==> config.mk <==
export PLATFORM = sky130hd
export DESIGN_NAME = block_transfer_seq
export DESIGN_NICKNAME = d
export VERILOG_FILES = /design/src/rtl/multi_cycle_pkg.sv /design/src/rtl/lowest_set8.sv /design/src/rtl/block_transfer_seq.sv
export SDC_FILE = /design/constraint.sdc
export NUM_CORES = 1
export LEC_CHECK = 0
export ABC_AREA = 1
export CAP_MARGIN = 20
export CORE_UTILIZATION = 26
export DETAILED_ROUTE_END_ITERATION = 8
export GPL_ROUTABILITY_DRIVEN = 0
export REMOVE_ABC_BUFFERS = 1
export SLEW_MARGIN = 20
export SYNTH_ARGS = -nofsm -noshare
export SYNTH_HDL_FRONTEND = slang
export SYNTH_SLANG_ARGS = --single-unit
==> constraint.sdc <==
create_clock -name clk -period 2.2 [get_ports clk]
set_input_delay 0.33 -clock clk [delete_from_list [all_inputs] [get_ports clk]]
set_output_delay 0.33 -clock clk [all_outputs]
set_load 0.005 [all_outputs]
==> src/rtl/multi_cycle_pkg.sv <==
// Shared definitions for the multi-cycle sequencers: FSM state encoding,
// register-index width and small mask helpers.
package multi_cycle_pkg;

    localparam int unsigned REG_IDX_W = 3;

    typedef enum logic [2:0] {
        ST_IDLE    = 3'd0,
        ST_ACCESS  = 3'd1,
        ST_RFWRITE = 3'd2,
        ST_BASEWB  = 3'd3,
        ST_DONE    = 3'd4
    } state_e;

    function automatic logic [7:0] clear_bit(input logic [7:0] mask,
                                             input logic [REG_IDX_W-1:0] idx);
        clear_bit = mask & ~(8'b1 << idx);
    endfunction

endpackage

==> src/rtl/lowest_set8.sv <==
// Priority encoder: index of the lowest set bit of an 8-bit mask, plus a
// flag that is high when any bit is set.
module lowest_set8
    import multi_cycle_pkg::*;
(
    input  logic [7:0]           mask,
    output logic [REG_IDX_W-1:0] idx,
    output logic                 valid
);

    logic found;

    always_comb begin
        idx   = '0;
        found = 1'b0;
        for (int unsigned i = 0; i < 8; i++) begin
            if (mask[i] && !found) begin
                idx   = REG_IDX_W'(i);
                found = 1'b1;
            end
        end
        valid = found;
    end

endmodule

==> src/rtl/block_transfer_seq.sv <==
// Load/store-multiple sequencer: walks a register list in ascending order,
// one memory access per selected register, with optional base writeback.
module block_transfer_seq
    import multi_cycle_pkg::*;
#(
    parameter int W = 8
) (
    input  logic                 clk,
    input  logic                 reset,
    input  logic                 start,
    input  logic                 is_load,
    input  logic [7:0]           reg_list,
    input  logic [W-1:0]         base_addr,
    input  logic                 writeback,
    input  logic [2:0]           base_reg,
    output logic [2:0]           rf_adr_src,
    input  logic [W-1:0]         rf_data_rd,
    output logic [2:0]           rf_adr_dst,
    output logic [W-1:0]         rf_data_wr,
    output logic                 rf_write_enable,
    output logic                 mem_req,
    output logic                 mem_we,
    output logic [W-1:0]         mem_addr,
    output logic [W-1:0]         mem_wdata,
    input  logic                 mem_ack,
    input  logic [W-1:0]         mem_rdata,
    output logic                 busy,
    output logic                 done
);

    state_e                 state_q, state_d;
    logic [7:0]             mask_q, mask_d;
    logic [W-1:0]           addr_q, addr_d;
    logic [W-1:0]           data_q, data_d;
    logic                   is_load_q, is_load_d;
    logic                   writeback_q, writeback_d;
    logic [2:0]             base_reg_q, base_reg_d;

    logic [REG_IDX_W-1:0]   cur_idx;
    logic                   cur_valid;
    logic [7:0]             mask_next;
    state_e                 after_access;

    lowest_set8 u_lowest (
        .mask  (mask_q),
        .idx   (cur_idx),
        .valid (cur_valid)
    );

    always_comb begin
        state_d     = state_q;
        mask_d      = mask_q;
        addr_d      = addr_q;
        data_d      = data_q;
        is_load_d   = is_load_q;
        writeback_d = writeback_q;
        base_reg_d  = base_reg_q;

        mask_next    = clear_bit(mask_q, cur_idx);
        after_access = (mask_next != '0) ? ST_ACCESS :
                       (writeback_q ? ST_BASEWB : ST_DONE);

        case (state_q)
            ST_IDLE: begin
                if (start) begin
                    mask_d      = reg_list;
                    addr_d      = base_addr;
                    is_load_d   = is_load;
                    writeback_d = writeback;
                    base_reg_d  = base_reg;
                    state_d     = (reg_list != '0) ? ST_ACCESS :
                                  (writeback ? ST_BASEWB : ST_DONE);
                end
            end
            ST_ACCESS: begin
                if (mem_ack) begin
                    if (is_load_q) begin
                        data_d  = mem_rdata;
                        state_d = ST_RFWRITE;
                    end else begin
                        mask_d  = mask_next;
                        addr_d  = addr_q + W'(1);
                        state_d = after_access;
                    end
                end
            end
            ST_RFWRITE: begin
                mask_d  = mask_next;
                addr_d  = addr_q + W'(1);
                state_d = after_access;
            end
            ST_BASEWB: state_d = ST_DONE;
            ST_DONE:   state_d = ST_IDLE;
            default:   state_d = ST_IDLE;
        endcase
    end

    always_ff @(posedge clk) begin
        if (reset) begin
            state_q     <= ST_IDLE;
            mask_q      <= '0;
            addr_q      <= '0;
            data_q      <= '0;
            is_load_q   <= 1'b0;
            writeback_q <= 1'b0;
            base_reg_q  <= '0;
        end else begin
            state_q     <= state_d;
            mask_q      <= mask_d;
            addr_q      <= addr_d;
            data_q      <= data_d;
            is_load_q   <= is_load_d;
            writeback_q <= writeback_d;
            base_reg_q  <= base_reg_d;
        end
    end

    // Strobes are masked by reset so a transfer aborted mid-cycle never
    // commits a register write or issues a request in that cycle.
    always_comb begin
        mem_req         = (state_q == ST_ACCESS) && cur_valid && !reset;
        mem_we          = mem_req && !is_load_q;
        mem_addr        = (state_q == ST_ACCESS) ? addr_q : '0;
        mem_wdata       = (state_q == ST_ACCESS) ? rf_data_rd : '0;
        rf_adr_src      = (state_q == ST_ACCESS) ? cur_idx : '0;
        rf_write_enable = ((state_q == ST_RFWRITE) || (state_q == ST_BASEWB)) && !reset;
        rf_adr_dst      = '0;
        rf_data_wr      = '0;
        if (state_q == ST_RFWRITE) begin
            rf_adr_dst = cur_idx;
            rf_data_wr = data_q;
        end else if (state_q == ST_BASEWB) begin
            rf_adr_dst = base_reg_q;
            rf_data_wr = addr_q;
        end
        busy = (state_q != ST_IDLE);
        done = (state_q == ST_DONE);
    end

endmodule

; Word-level counts from Yosys, hierarchy flattened
; Index checks and enable logic that the tools add are counted.
[word_totals]
ff_bits = 32
latchBits = 0
inputBits = 41
out_inout_bits = 35
mem_bits_rw = 0
elab_cells = 86
romBits = 0
mem_count = 0
[classes]
bitwise_logic = 2
muxes = 38
n_lt_le_gt_ge = 0
reduce_logical = 30
addsub = 1
eq_ne = 7
shifts = 1
div_mod_pow = 0
multipliers = 0
[ops]
columns = operator, count
row1 = 8-bit 2-to-1 mux, 10
row2 = 8-bit one-hot mux with 3 select lines, 2
row3 = 3-bit 2-to-1 mux, 14
row4 = 8-bit nonzero test, 2
row5 = 3-bit one-hot mux with 4 select lines, 1
row6 = 1-bit logical AND, 11
row7 = 1-bit zero test, 9
row8 = 1-bit 2-to-1 mux, 9
row9 = "8-bit by 1-bit adder with 8-bit output, second input constant", 1
row10 = 8-bit bitwise AND, 1
row11 = 8-bit inverter, 1
row12 = "1-bit by 3-bit left shift with 8-bit output, first input constant", 1
row13 = "3-bit by 2-bit == test with 1-bit output, second input constant", 2
row14 = "2-bit inequality test, second input constant", 3
row15 = 3-bit nonzero test, 2
row16 = 2-bit 2-to-1 mux, 2
row17 = 2-bit AND reduction, 2
row18 = 4-bit AND reduction, 1
row19 = "3-bit by 1-bit == test with 1-bit output, second input constant", 1
row20 = "3-bit == test, second input constant", 1
row21 = 3-bit zero test, 1
row22 = 3-bit AND reduction, 1
row23 = 1-bit logical OR, 1

; Depth between registers and ports, before layout
[logic_depth]
depth_word = 30
ltp_mapped = 11
depth_no_buf = 11

; Hierarchy
; A second synthesis with hierarchy kept.
[hier_totals]
hier_cells = 321
area_unflattened_um2 = 2028.2
[by_module_without_submodules]
columns = mod, cells_each, area_each_um2, seq_area_each_um2, n_inst
row1 = block_transfer_seq, 299, 1919.3, 640.6, 1
row2 = lowest_set8, 22, 108.9, 0.0, 1

; Worst setup path after synthesis
; Ideal clock, no wire load.
[synth_timing]
kind = reg-to-output
startpoint = register mask_q[0]
endpoint = output port rf_adr_src[2]
stages_incl_launch_ff = 9
path_buffers = 0
required_time_ns = 1.870
arrival_ns = 1.360
setup_slack_ns = 0.510
cell_sequence = dfxtp_1 -> nor2_1 -> nand2_1 -> nor2_2 -> nand3_1 -> nor2_1 -> nor3_1 -> or2_2 -> inv_1
[synth_via]
elab_chain_cells = 23
elab_cells_between_ends = 26
cone_classes = mux (12) / reduce/logical (14)
[synth_lines]
columns = element, line
row1 = from (decl), block_transfer_seq.sv:32  ; logic [7:0] mask_q, mask_d;
row2 = from (signal assigned), block_transfer_seq.sv:109  ; mask_q <= mask_d;
row3 = 1-bit 2-to-1 mux *, lowest_set8.sv:17  ; if (mask[i] && !found) begin
row4 = 1-bit zero test, lowest_set8.sv:17
row5 = 1-bit logical AND, lowest_set8.sv:17
row6 = 1-bit 2-to-1 mux *, lowest_set8.sv:17
row7 = 1-bit zero test, lowest_set8.sv:17
row8 = 1-bit logical AND, lowest_set8.sv:17
row9 = 1-bit 2-to-1 mux *, lowest_set8.sv:17
row10 = 1-bit zero test, lowest_set8.sv:17
row11 = (+7 left out), -
row12 = 1-bit 2-to-1 mux, lowest_set8.sv:17
row13 = 1-bit zero test, lowest_set8.sv:17
row14 = 1-bit logical AND, lowest_set8.sv:17
row15 = 1-bit 2-to-1 mux, lowest_set8.sv:17
row16 = 1-bit zero test, lowest_set8.sv:17
row17 = 1-bit logical AND, lowest_set8.sv:17
row18 = 3-bit 2-to-1 mux *, lowest_set8.sv:17
row19 = 3-bit 2-to-1 mux *, block_transfer_seq.sv:125  ; rf_adr_src = (state_q == ST_ACCESS) ? cur_idx : '0;
row20 = to (decl), block_transfer_seq.sv:16  ; output logic [2:0] rf_adr_src,
; Mark *: on every way between the ends. The rest lies on a longest branch, timed or not.

; Worst setup path in the final report
[layout_timing]
startpoint = register state_q[2]
endpoint = output port mem_addr[7]
[layout_via]
elab_chain_cells = 2
[layout_lines]
columns = element, line
row1 = from (decl), block_transfer_seq.sv:31  ; state_e state_q, state_d;
row2 = from (signal assigned), block_transfer_seq.sv:108  ; state_q <= state_d;
row3 = 3-bit by 1-bit == test with 1-bit output, block_transfer_seq.sv:123  ; mem_addr = (state_q == ST_ACCESS) ? addr_q : '0;
row4 = 8-bit 2-to-1 mux, block_transfer_seq.sv:123
row5 = to (decl), block_transfer_seq.sv:23  ; output logic [W-1:0] mem_addr,
; Every way passes these cells.

==> results.ini <==
[timing]
worstMarginPinSlew_ns = 0.364
setup_tns_ns = 0
fin_skew_ns = 0.00529
post-route-min-period_ns = 2.13
fmax_ghz = 0.469
hold_viol = 0
whs_ns = 0.462
setup_viol = 0
final_max_slew_viol_count = 0
maxSlewHeadroom = 0.757
fin_crit_sh = 0.968

[worst_setup_path]
crit_path_max_incr_delay_ns = 0.53
startpoint_type = flip-flop
critPathKind = flip-flop to output port
worstPathRequired_ns = 1.87
crit_chain = inv_2 -> nand3_4 -> buf_4 -> nor2_1 -> clkdlybuf4s50_1
worst_setup_path_end_kind = output port
slowest_stage = clkdlybuf4s50_1
arrival_ns = 1.80
r2r-start = mask_q[0]
cp_max_fo = 9
reg2reg_to = state_q[0]
path_buf_inv = 3
rrSetupSlack_ns = 0.17
critical-path-top-delay-family = buffers and inverters
ff2ff_path_depth = 17

[floorplan]
die_x_um = 88.3
start_util = 0.269
coreArea_um2 = 7210
die_y_um = 88.3
ios = 76
rows = 31
die-area_um2 = 7800

[pwr]
peakVddDrop_uv = 494
powerDensity_nw_per_um2 = 1230
p_leak_nw = 1.32

[hold_path]
hold_path_class = flip-flop to flip-flop
hold-path-cell-count = 2
holdPathEnd = base_reg_q[0]
min_from = base_reg_q[0]

[clocking]
cts_root_buf = clkbuf_8
clk_latency_ns = 0.29
hold_buffers = 0
clock_sinks = 32
htreeDepth = 2
cts_tree = done
cts_buffers = 5
cts.clk_slew.worst_paths_ns = 0.07
clockBufferDepth = 2

[route]
firstDrtPassIters = 5
drc_errors = 0
drtIter0Drc = 113
wl_um = 6270
final_antenna_net_count = 0
wire_per_inst_um = 12.4
num_vias = 2323
routed_via_density = 4.59

[layout]
nets = 449
area_growth_pct = 63.5
nFillCells = 759
antenna_cells = 0
fin_area_um2 = 3170
drive_gt1_frac = 0.192
stdcell_count = 506
final_util = 0.439

[logic_synthesis]
syn_inst = 304
yosysWarnings = 0
ys_types = 35
synthesis.area_um2 = 1940
synth-edff-count = 0
async_flop_share = 0
ys_seq_elements = 32
avgSynthCellArea_um2 = 6.38
seq_area_frac_synth = 0.331
synth_ff_type = dfxtp_1

[place]
dpl-instance-area_um2 = 2870
placed_cells = 484
numPortBuffers = 75
dp_hpwl_um = 4590

[grt]
antenna_found_initial = 0
overflow = 0
grt_pass1_wl_um = 9920
track_usage = 0.163
grt_max_degree = 27
grt_pass1_vias = 2152

[flow_run]
cap_violations = 0

[outcome]
status = finished clean

==> cell families (layout without fill, tap and decap cells) <==
| kind of cell | after synthesis | count (layout) | synth area share |
|---|---|---|---|
| AND/OR/NAND/NOR | 133 | 133 | 0.300 |
| AO/OA/AOI/OAI | 82 | 82 | 0.241 |
| buffers and inverters | 55 | 158 | 0.117 |
| flip-flops | 32 | 32 | 0.331 |
| adder cells (fa/ha/maj) | 1 | 1 | 0.00645 |
| XOR/XNOR | 1 | 1 | 0.00452 |
==> power breakdown <==
part	switching [mW]	internal (mW)	total (mW)
Clock	0.216	0.279	0.494
Combinational	1.31	1.16	2.47
Sequential	0.164	0.770	0.934
Total	1.69	2.21	3.90
==> per-layer routing <==
layer  routed length (µm)  up-vias  global-route usage  share of wire
li1                     -     1199                   -              -
met1                 2640     1041               0.200           0.42
met2                 3120       77               0.285           0.50
met3                  447        6              0.0354          0.071
met4                   59        0              0.0484         0.0094
met5                    0        -                   0              0
==> tightest hold or removal path, cell delays in order, from the launching register on <==
cell and delay [ns]:
dfxtp_1 0.30, inv_1 0.06, a21oi_1 0.06
==> repair_timing <==
| item | in CTS | in global routing |
|---|---|---|
| setup buffers | 14 | 2 |
| pin swaps | 4 | 12 |
| hold endpoints to repair | 0 | 0 |
| gates resized for setup | 20 | 18 |
| endpoints found under the setup margin | 6 | 25 |
==> cell usage after synthesis (3+ instances only) <==
master     n  share of area
a21oi_1   25          0.065
a21oi_2    6          0.027
a31oi_1    3         0.0097
clkbuf_1   4         0.0077
dfxtp_1   32           0.33
inv_1     37          0.072
inv_2      8          0.015
nand2_1   47          0.091
nand3_1   12          0.031
nand3_2    3          0.015
nor2_1    52           0.10
nor3_1     8          0.021
nor4_1     3         0.0097
o21ai_0   32          0.083
o21ai_1    6          0.015
o22ai_1    3         0.0097
==> worst max path at each step <==
stage	startpoint	endpoint	slack [ns]	depth (start not counted)
finish	state_q[2]	mem_addr[7]	0.07	5
global route	mask_q[0]	rf_adr_src[2]	-0.006	10
CTS	mask_q[2]	mem_req	-0.17	11
detailed placement	mask_q[2]	rf_adr_src[2]	-0.02	9
global placement	mask_q[2]	rf_adr_src[2]	0.05	9
floorplan	state_q[2]	mask_q[7]	-0.23	10
==> area by class of cell <==
| class | count | area [µm²] | area share |
|---|---|---|---|
| repair buffers | 106 | 986 | 0.311 |
| well taps | 99 | 124 | 0.0391 |
| multi-input cells | 217 | 1140 | 0.361 |
| clock buffers | 7 | 96.3 | 0.0304 |
| flip-flops and latches | 32 | 647 | 0.204 |
| inverters | 45 | 171 | 0.0541 |
==> stage by stage <==
stage	setup WS, ns	power (mW)
6_report	0.0694	3.90
5_1_grt	-0.00597	4.22
4_1_cts	-0.173	3.75
3_5_place_dp	-0.0177	2.90
3_3_place_gp	0.0512	2.87
2_1_floorplan	-0.233	2.06
==> registers in the layout, indices dropped and copies added, names as in the netlist <==
name / flops
addr_q: 8
data_q: 8
mask_q: 8
base_reg_q: 3
state_q: 3
is_load_q: 1
writeback_q: 1
==> layout by cell type, fill, tap and decap left out, drive strengths merged <==
cell type      netlist  layout
xor2                 1       1
nand2               47      47
clkdlybuf4s50        0      67
a211oi               1       1
clkbuf               4       8
nand3               15      15
nor2                53      53
nor4                 3       3
o221ai               2       2
and3                 1       1
dlygate4sd2          0       5
o211ai               1       1
o21bai               1       1
and2                 1       1
nand4                2       2
o21ai               39      39
inv                 45      45
clkdlybuf4s15        0       1
o31ai                1       1
a21oi               31      31
or2                  2       2
o22ai                3       3
buf                  6      31
dfxtp               32      32
ha                   1       1
dlymetal6s2s         0       1
a31oi                3       3
nor3                 9       9
Power figures use the tool's default switching activity.
